$ cat src/rtl/layer_compositor.sv
// layer_compositor: two-stage priority compositor of keyed display layers, with a
// double-buffered enable mask that only swaps at frame start.
module layer_compositor #(
    parameter int          NUM_LAYERS = 4,
    parameter logic [5:0]  COMP_ID    = 6'b111110,
    parameter logic [23:0] KEY_COLOR  = 24'h9290ff,
    parameter logic [23:0] BG_COLOR   = 24'h9290ff
) (
    input  logic                    clk,
    input  logic                    reset,
    input  logic                    write,
    input  logic [31:0]             writedata,
    input  logic [9:0]              hcount,
    input  logic [9:0]              vcount,
    input  logic                    blank_n,
    input  logic [24*NUM_LAYERS-1:0] layer_rgb,
    output logic [23:0]             RGB_output,
    output logic                    pixel_valid,
    output logic [15:0]             frame_count
);
    logic [NUM_LAYERS-1:0] r_pending_mask, r_active_mask, w_mask;
    logic                  r_swap_req, r_hit, r_blank;
    logic [23:0]           r_color, w_color;
    logic                  w_hit, w_frame_start, w_mask_wr, w_commit, w_swap, w_unused;

    assign w_frame_start = hcount == 10'd0 && vcount == 10'd0;
    assign w_mask_wr = write && writedata[31:26] == COMP_ID && writedata[20:17] == 4'h1 &&
                       writedata[16:14] == 3'b101;
    assign w_commit = write && writedata[20:17] == 4'hF;
    assign w_swap = w_frame_start && (r_swap_req || w_commit);
    // The first pixel of a new frame already sees the freshly committed mask.
    assign w_mask = w_swap ? r_pending_mask : r_active_mask;
    assign w_unused = ^{writedata[25:21], writedata[13], writedata[12:NUM_LAYERS]};

    always_comb begin
        w_hit = 1'b0;
        w_color = '0;
        for (int i = NUM_LAYERS - 1; i >= 0; i--) begin
            if (w_mask[i] && layer_rgb[24*i +: 24] != KEY_COLOR) begin
                w_hit = 1'b1;
                w_color = layer_rgb[24*i +: 24];
            end
        end
    end

    always_ff @(posedge clk or negedge reset) begin
        if (!reset) begin
            r_pending_mask <= '1;
            r_active_mask  <= '1;
            r_swap_req     <= 1'b0;
            frame_count    <= '0;
        end else begin
            if (w_mask_wr)
                r_pending_mask <= writedata[NUM_LAYERS-1:0];
            if (w_swap) begin
                r_active_mask <= r_pending_mask;
                r_swap_req    <= 1'b0;
            end else if (w_commit) begin
                r_swap_req <= 1'b1;
            end
            if (w_frame_start)
                frame_count <= frame_count + 16'd1;
        end
    end

    always_ff @(posedge clk or negedge reset) begin
        if (!reset) begin
            r_hit       <= 1'b0;
            r_color     <= '0;
            r_blank     <= 1'b0;
            RGB_output  <= '0;
            pixel_valid <= 1'b0;
        end else begin
            r_hit       <= w_hit;
            r_color     <= w_color;
            r_blank     <= blank_n;
            RGB_output  <= !r_blank ? 24'h0 : r_hit ? r_color : BG_COLOR;
            pixel_valid <= r_blank;
        end
    end
endmodule

$ cat config.mk
export PLATFORM = sky130hd
export DESIGN_NAME = layer_compositor
export DESIGN_NICKNAME = d
export VERILOG_FILES = /design/src/rtl/layer_compositor.sv
export SDC_FILE = /design/constraint.sdc
export NUM_CORES = 1
export LEC_CHECK = 0
export CELL_PAD_IN_SITES_DETAIL_PLACEMENT = 1
export CELL_PAD_IN_SITES_GLOBAL_PLACEMENT = 1
export CORE_ASPECT_RATIO = 0.5
export CORE_MARGIN = 5
export CORE_UTILIZATION = 31
export CTS_CLUSTER_SIZE = 14
export DETAILED_ROUTE_END_ITERATION = 8
export PLACE_DENSITY = 0.9
export SLEW_MARGIN = 20
export SYNTH_ARGS = -nofsm -noshare
export SYNTH_HDL_FRONTEND = slang
export SYNTH_SLANG_ARGS = --single-unit
$ cat constraint.sdc
create_clock -name clk -period 2.8 [get_ports clk]
set_input_delay 0.56 -clock clk [delete_from_list [all_inputs] [get_ports clk]]
set_output_delay 0.56 -clock clk [all_outputs]
set_load 0.01 [all_outputs]
* After elaboration in Yosys (flattened, before gate mapping)
Index checks and enable logic that the tools add are counted.
** Word-level totals
- Bits in registers :: 76
- Output and inout bits :: 41
- Word-level logic and storage cells :: 45
** Cells by class
- $add $sub $neg :: 1
- Eq/ne operators :: 8
- Multiplexer cells :: 13
- Reduce and logical (&&, ||, !) cells :: 14
** Operator list (number)
- 24-bit 2-to-1 mux :: 6
- 24-bit != test, second input constant :: 4
- 10-bit logical NOT :: 2
- 16-bit by 1-bit adder with 16-bit output, second input constant :: 1
- 1-bit logical AND :: 10
- 6-bit == test, second input constant :: 1
- 1-bit 2-to-1 mux :: 6
- 4-bit by 1-bit == test with 1-bit output, second input constant :: 1
- 4-bit == test, second input constant :: 1
- 4-bit 2-to-1 mux :: 1
- 3-bit == test, second input constant :: 1
- 2-bit nonzero test :: 1
- 1-bit logical OR :: 1

* Depth between registers and ports, before layout
Gate-level depths: netlist of run 1.
- Depth in word-level cells :: 10
- Mapped depth :: 8
- Mapped depth without buffers :: 6

* Worst setup path before layout of run 1
OpenSTA, ideal clock, no wires.
- Kind :: input-to-reg
- Start point :: input vcount[0]
- End point :: register r_color[12]
- Arrival time :: 2.568 ns
- Slack :: 0.111 ns
- Stages on the path :: 7
- Path buffers :: 1
- Cell sequence :: nor4_1 nand3_1 nor3_2 clkbuf_1 mux2i_1 o311ai_1 a32o_1
** Between the ends
- Word-level cells in the longest chain between the ends :: 9
- Elaborated cells between the ends (all ways) :: 12
- Classes of those cells :: mux: 5; reduce/logical: 7
** Ends and longest elaborated chain
- start, declared :: RTL line 14 : input logic [9:0] vcount,
- 10-bit logical NOT (*) :: RTL line 26 : assign w_frame_start = hcount == 10'd0 && vcount == 10'd0;
- 1-bit logical AND (*) :: RTL line 26
- 1-bit logical AND (*) :: RTL line 30 : assign w_swap = w_frame_start && (r_swap_req || w_commit);
- 4-bit 2-to-1 mux (*)
- 1-bit logical AND :: RTL line 39 : if (w_mask[i] && layer_rgb[24*i +: 24] != KEY_COLOR) begin
- 24-bit 2-to-1 mux (3 in series) :: RTL line 39
- 24-bit 2-to-1 mux (*) :: RTL line 39
- named net w_color[12] :: RTL line 23 : logic [23:0] r_color, w_color;
- end signal, assigned :: RTL line 75 : r_color <= w_color;
- end, declared :: RTL line 23
The timed path passes the listed nets; every way through them passes the cells marked *.
A chain may end at the register's enable or synchronous reset.

* Worst setup path in the final report of run 1
- Start point :: input layer_rgb[77]
- End point :: register r_color[9]
** Between the ends
- Word-level cells in the longest chain between the ends :: 6
** Ends and longest elaborated chain
- start, declared :: RTL line 16 : input logic [24*NUM_LAYERS-1:0] layer_rgb,
- 24-bit != test :: RTL line 39
- 1-bit logical AND :: RTL line 39
- 24-bit 2-to-1 mux (4 in series) :: RTL line 39
- named net w_color[9] :: RTL line 23
The timed path passes the listed nets, and every way through them passes these cells.

==> flow_summary.json, run 1 <==
{
  "outcome": "finished, violations left",
  "violations": "negative setup slack",
  "multi_input_area_sq_um": 2636,
  "period_minus_slack_ps": 3054,
  "cts_hold_buf": 0,
  "vias_per_cell": 6.373,
  "synthMuxAreaShare_pct": 5.180,
  "dieArea_sq_um": 16890,
  "antenna_found_initial": 1,
  "hold_viol": 0,
  "grt_use_total_pct": 27.35,
  "synth_compound_area_share_pct": 22.02,
  "yosysWarnings": 0,
  "die_x_um": 178.9,
  "final_area_sq_um": 7737,
  "worstSetupStartpointType": "input pin",
  "first_pass_iters": 5,
  "crit_fanout": 3,
  "synth_xor_area_share_pct": 2.972,
  "synthCells": 468,
  "wl_um": 27840,
  "combPwrFrac_pct": 15.3,
  "fmax_mhz": 327.5,
  "ys_ff_latch": 76,
  "clockBufferDepth": 2,
  "syn_avg_cell_area_sq_um": 9.445,
  "whs_ps": 385.7,
  "grt_max_degree": 77,
  "yosys.area_share.adder_pct": 0.2830,
  "final_util_pct": 56.32,
  "fin_skew_ps": 19.90,
  "cts_tree": "yes",
  "final.setup.worst_slack_ps": -253.8,
  "synth_top_family_by_area": "compound AO/OA/AOI/OAI gates",
  "hpwl_um": 15130,
  "cp-end-kind": "register",
  "drt_iter0_drc": 782,
  "syn_area_sq_um": 4420,
  "crit_path_start": "layer_rgb[77]",
  "antenna_left": 0,
  "setup_tns_ps": -2921,
  "ios": 193,
  "seq_area_sq_um": 1912,
  "nets": 844,
  "post-place-cells": 856,
  "drv_slew": 0,
  "r2r-end": "r_color[3]$_DFF_PN0_",
  "rr_worst_depth": 8,
  "cp.required_ps": 3020,
  "syn_nets": 621,
  "min_path_type": "input pin to async pin",
  "synth.distinct_cells": 51,
  "layout.cells.non_filler": 889,
  "relSlewSlack_pct": 32.81,
  "drc": 0,
  "overflow": 0,
  "die_h_um": 94.44,
  "power.density_nw_per_um2": 354.6,
  "cts_sinks": 76,
  "clk_pin_slew_ps": 80,
  "nFillCells": 1502,
  "dpl_cell_area_sq_um": 6763,
  "wire_per_inst_um": 31.31,
  "clkPwrFrac_pct": 43.7,
  "rrSetupSlack_ps": 490,
  "synth-edff-count": 0,
  "synthArstFlopShare_pct": 100.0,
  "cts_buffers": 9,
  "yosysSeqAreaShare_pct": 43.25,
  "io_buffers": 177,
  "cts-root-buf": "clkbuf_16",
  "p_sw_mw": 0.7848,
  "timing.final.crit_share_pct": 109.1,
  "area_growth_pct": 75.04,
  "switching_share_pct": 28.60,
  "grt_pass1_wl_um": 34910,
  "irDropWorstVdd_mv": 0.3161,
  "worstPathArrival_ps": 3270,
  "std_cell_rows": 30,
  "fp.coreArea_sq_um": 13740,
  "tightestPinTransition_ps": 1008,
  "cap_violations": 0,
  "synthSimpleGateAreaFrac_pct": 19.70,
  "start_util_pct": 32.18,
  "via_count": 5666,
  "p_int_mw": 1.959,
  "place.gp.congestion": 0.8637,
  "power_frac_seq_pct": 41.0,
  "setup_viol": 23,
  "total_power_mw": 2.744,
  "preCtsSetupSlack_ps": -513.5,
  "synth_ff_type": "dfrtp_1",
  "endpoint": "r_color[9]$_DFF_PN0_",
  "grt_pass1_vias": 5651,
  "h-tree-depth": 3,
  "crit_type": "input pin to register",
  "p_leak_nw": 3.372,
  "r2r-start": "r_swap_req$_DFFE_PN0P_",
  "clock_latency_ps": 370,
  "drive_gt1_share_pct": 21.98
}
## power groups by stage
stage               Sequential [mW]  Clock (mW)  Combinational (mW)
CTS                            1.12        1.15               0.380
finish                         1.12        1.20               0.420
detailed placement             1.14           0               0.363
floorplan                      1.14           0              0.0488
global placement               1.14           0               0.348
global route                   1.12        1.25               0.431
## state kept, by name, summed over array words and instances, names as in the netlist
register        cells
RGB_output         24
frame_count        16
pixel_valid         1
r_active_mask       4
r_blank             1
r_color            24
r_hit               1
r_pending_mask      4
r_swap_req          1
## Yosys cell counts, types with 3 or more instances
master / instances / area share (%)
nor4b_1: 4 / 0.79
o21a_1: 20 / 3.4
xnor2_1: 10 / 2.0
xor2_1: 5 / 0.99
nand4b_1: 4 / 0.79
and3_1: 17 / 2.4
dfrtp_1: 68 / 38
a21oi_1: 27 / 3.1
o311ai_1: 20 / 4.0
mux2i_1: 15 / 3.4
clkbuf_1: 32 / 2.7
a21boi_0: 13 / 2.2
nor3_1: 4 / 0.45
nand2b_1: 3 / 0.42
a32o_1: 20 / 4.5
o311a_1: 3 / 0.68
a31oi_1: 10 / 1.4
and4_1: 4 / 0.79
inv_1: 39 / 3.3
o21ai_0: 4 / 0.45
nand4_1: 12 / 1.7
nand3_1: 5 / 0.57
dfstp_2: 8 / 4.8
and2_1: 3 / 0.42
mux2_2: 7 / 1.8
o22ai_1: 4 / 0.57
nand2_1: 54 / 4.6
nor4bb_1: 3 / 0.68
nor4_1: 20 / 2.8
nor2_1: 4 / 0.34
## critical path, cell delays in order
cell             delay [ps]
clkdlybuf4s50_1         540
or4b_1                  510
nor4_1                  380
nand4_1                 240
buf_4                   220
a21oi_1                 360
o311a_1                 320
o22ai_2                 130
## worst min path at each step
stage,startpoint,endpoint,slack (ps),depth (start not counted)
after floorplan,reset,RGB_output[0]$_DFF_PN0_,260,0
after global placement,frame_count[15]$_DFFE_PN0P_,frame_count[15]$_DFFE_PN0P_,470,1
after detailed placement,frame_count[15]$_DFFE_PN0P_,frame_count[15]$_DFFE_PN0P_,470,1
after CTS,reset,frame_count[7]$_DFFE_PN0P_,400,1
after global routing,reset,RGB_output[5]$_DFF_PN0_,450,1
final,reset,r_color[2]$_DFF_PN0_,390,1
## layout make-up
type,count,share of cell area (%)
inverters,39,1.892
diodes,1,0.03234
clock buffers,9,2.911
multi-input cells,320,34.07
flip-flops and latches,76,24.71
well taps,192,3.105
repair buffers,245,32.55
clock inverters,7,0.7277
## kinds of logic (layout without fill, tap and decap cells)
family | after synthesis | after routing
AOI/OAI and AO/OA | 130 | 130
xor gates and xnor gates | 15 | 15
adders and majority gates | 1 | 1
buffers and inverters | 75 | 300
DFF | 76 | 76
muxes | 22 | 25
other | 0 | 1
and+or+nand+nor | 149 | 149
## placed cells by master, fill, tap and decap left out, drive strengths merged, types with 5 or more instances in the layout
master	count
clkdlybuf4s50	157
dfrtp	68
buf	65
nand2	54
inv	43
a21oi	27
nor4	22
o21a	20
a32o	20
o311ai	20
dlymetal6s2s	19
and3	17
a21boi	15
mux2i	15
clkbuf	13
nand4	12
a31oi	10
xnor2	10
mux2	10
dfstp	8
xor2	5
nand3	5
nor3	5
## routing by layer
metal | share of wire, % | vias to the layer above | global-route usage (%)
li1 | - | 2207 | -
met1 | 37 | 2756 | 31.95
met2 | 45 | 508 | 46.32
met3 | 10 | 195 | 7.080
met4 | 7.5 | 0 | 15.06
met5 | 0 | - | 0
## what timing repair did
action	in CTS	in global routing
resized for setup	27	67
pin swaps	4	17
setup buffers	3	6
gates cloned	1	6
setup endpoints to repair	24	24
Power figures use the tool's default switching activity.
==> inputs of run 2 (changes only) <==
--- a/config.mk
+++ b/config.mk
@@ -6,4 +6,6 @@
 export NUM_CORES = 1
 export LEC_CHECK = 0
+export ABC_AREA = 1
+export CAP_MARGIN = 30
 export CELL_PAD_IN_SITES_DETAIL_PLACEMENT = 1
 export CELL_PAD_IN_SITES_GLOBAL_PLACEMENT = 1
@@ -13,5 +15,5 @@
 export CTS_CLUSTER_SIZE = 14
 export DETAILED_ROUTE_END_ITERATION = 8
-export PLACE_DENSITY = 0.9
+export PLACE_DENSITY = 0.91
 export SLEW_MARGIN = 20
 export SYNTH_ARGS = -nofsm -noshare
==> constraint.sdc (replaced) <==
create_clock -name clk -period 2.8 [get_ports clk]
set_input_delay 0.84 -clock clk [delete_from_list [all_inputs] [get_ports clk]]
set_output_delay 0.84 -clock clk [all_outputs]
set_load 0.01 [all_outputs]
==> run 2 against run 1 <==
  * The flow now finishes without violations
  * Clock skew is 8.5 ps lower
  * Clock power hardly changed
  * Core utilization is 7.6 points lower
  * Critical path depth is 3 higher
  * Via count is 17% lower
  * Non-clock buffer count is 41 lower
  * Worst hold slack better by 40 ps
  * Critical path type unchanged
  * Largest power group unchanged
==> flow_summary.json, run 2 <==
{
  "ios": 193,
  "dpl_cell_area_sq_um": 6819,
  "first_pass_iters": 4,
  "overflow": 0,
  "multi_input_area_sq_um": 2135,
  "syn_avg_cell_area_sq_um": 7.952,
  "top_regs": "RGB_output (24), r_color (24), frame_count (16)",
  "cts_sinks": 76,
  "synth_largest_area_cell": "dfrtp_1",
  "synth_ff_type": "dfrtp_1",
  "nFillCells": 1753,
  "relSlewSlack_pct": 64.82,
  "grt_max_degree": 42,
  "fp.coreArea_sq_um": 14700,
  "yosys.area_share.adder_pct": 0.2653,
  "ys_ff_latch": 76,
  "cts-root-buf": "clkbuf_16",
  "grt_pass1_vias": 5202,
  "nets": 938,
  "cap_violations": 0,
  "drt_iter0_drc": 184,
  "synthMuxAreaShare_pct": 0.9552,
  "fmax_mhz": 375.7,
  "mostFrequentLayoutCell": "clkdlybuf4s50_1",
  "via_count": 4697,
  "synth_compound_area_share_pct": 8.968,
  "synth.area.top_cells": "dfrtp_1, inv_1, nand3_1, nand2_1, nor2_1",
  "crit_fanout": 12,
  "hold_viol": 0,
  "layout_common_cells": "clkdlybuf4s50_1, inv_1, nand2_1, dfrtp_1, nand3_1",
  "clock_latency_ps": 340,
  "wl_um": 19120,
  "synthArstFlopShare_pct": 100.0,
  "setup_viol": 0,
  "tightestPinTransition_ps": 527.7,
  "dieArea_sq_um": 17930,
  "yosysSeqAreaShare_pct": 40.54,
  "drive_gt1_share_pct": 19.62,
  "start_util_pct": 32.08,
  "synth_commonest_cells": "inv_1, nand2_1, dfrtp_1",
  "synth-edff-count": 0,
  "wire_per_inst_um": 19.35,
  "drc": 0,
  "synth_most_common_cell": "inv_1",
  "crit_type": "input pin to register",
  "synthSimpleGateAreaFrac_pct": 31.65,
  "antenna_left": 0,
  "drv_slew": 0,
  "die_x_um": 184.4,
  "timing.final.crit_share_pct": 95.05,
  "synthCells": 593,
  "std_cell_rows": 31,
  "grt_pass1_wl_um": 29120,
  "total_power_mw": 2.817,
  "whs_ps": 425.9,
  "io_buffers": 177,
  "synth.distinct_cells": 37,
  "fin_skew_ps": 11.36,
  "cp-end-kind": "register",
  "area_growth_pct": 51.79,
  "seq_area_sq_um": 1912,
  "min_path_type": "register to register",
  "p_leak_nw": 3.401,
  "die_h_um": 97.22,
  "diodes": 0,
  "period_minus_slack_ps": 2661,
  "synth_top_family_by_area": "simple AND/OR/NAND/NOR gates",
  "syn_area_sq_um": 4716,
  "setup_tns_ps": 0,
  "synth_top_cell_area_share_pct": 36.08,
  "synth_xor_area_share_pct": 2.786,
  "yosysWarnings": 0,
  "cts_tree": "yes",
  "rrSetupSlack_ps": 950,
  "cts_buffers": 9,
  "grt_setup_unrepaired": "no",
  "place.gp.congestion": 0.8842,
  "grt_use_total_pct": 20.96,
  "irDropWorstVdd_mv": 0.2911,
  "clk_pin_slew_ps": 70,
  "h-tree-depth": 3,
  "syn_nets": 746,
  "power.density_nw_per_um2": 393.5,
  "hpwl_um": 14320,
  "worstSetupStartpointType": "input pin",
  "clockBufferDepth": 2,
  "outcome": "finished clean",
  "final_area_sq_um": 7158,
  "worstPathArrival_ps": 2920,
  "antenna_found_initial": 0,
  "cp.required_ps": 3050,
  "vias_per_cell": 4.754,
  "final_util_pct": 48.69
}
==> run 2: final timing paths <==
path                                              from  depth (start not counted)               endpoint
max in group asynchronous                        reset                          2        r_hit$_DFF_PN0_
worst min-delay path                 r_blank$_DFF_PN0_                          0  pixel_valid$_DFF_PN0_
worst max-delay path                         vcount[3]                         11   r_color[9]$_DFF_PN0_
min in group asynchronous                        reset                          1  r_color[21]$_DFF_PN0_
worst min register to register       r_blank$_DFF_PN0_                          0  pixel_valid$_DFF_PN0_
worst max register to register  r_swap_req$_DFFE_PN0P_                          8   r_color[9]$_DFF_PN0_
==> run 2: repair_timing <==
item / 4_1_cts / 5_1_grt
setup buffers: 0 / 0
endpoints found under the hold margin: 0 / 0
setup endpoints to repair: 0 / 16
hold buffers: 0 / 0
resized for setup: 0 / 4
==> run 2: cells by family (layout without fill, tap and decap cells) <==
family	Yosys count	after routing
xor+xnor	15	15
mux	4	4
simple gates	279	279
compound gates	63	63
fa+ha+maj	1	1
buf+inv	155	352
flops	76	76
==> run 2: critical path: stages <==
cell and delay (ps):
clkdlybuf4s50_1 410, nor2_1 160, nand2_1 120, nor2_4 190, nand4_4 170, nand2_2 130
nand3_4 170, buf_4 240, o21ai_0 190, inv_1 100, a21oi_2 190
==> run 2: stage by stage <==
stage / std cells / setup WS, ps
after CTS: 988 / 71.65
after global placement: 972 / -57.83
final: 988 / 138.6
after global routing: 988 / 12.65
after detailed placement: 972 / -172.4
after floorplan: 593 / 637.8
==> run 2: cell type report <==
| cell class | instances | area share (%) |
|---|---|---|
| clock buffer | 10 | 3.339 |
| timing repair buffer | 204 | 28.77 |
| sequential | 76 | 26.71 |
| tap | 198 | 3.461 |
| multi-input combinational | 362 | 29.82 |
| clock inverter | 6 | 0.9788 |
| inverter | 132 | 6.922 |
==> run 2: report_power, final <==
group          total [mW]  internal [mW]  switching (mW)  leakage, nW
clock network        1.22          0.723           0.500        0.153
registers            1.15           1.14          0.0148        0.932
logic               0.441          0.252           0.190         2.31
==> run 2: per-layer routing <==
layer / vias to the layer above / part of all wire, % / routed length (um) / track usage, %
met3: 51 / 3.7 / 701 / 4.114
met4: 0 / 4.4 / 850 / 9.767
met2: 121 / 49 / 9371 / 35.17
li1: 2221 / - / - / -
met1: 2304 / 43 / 8193 / 25.92
met5: - / 0 / 0 / 0
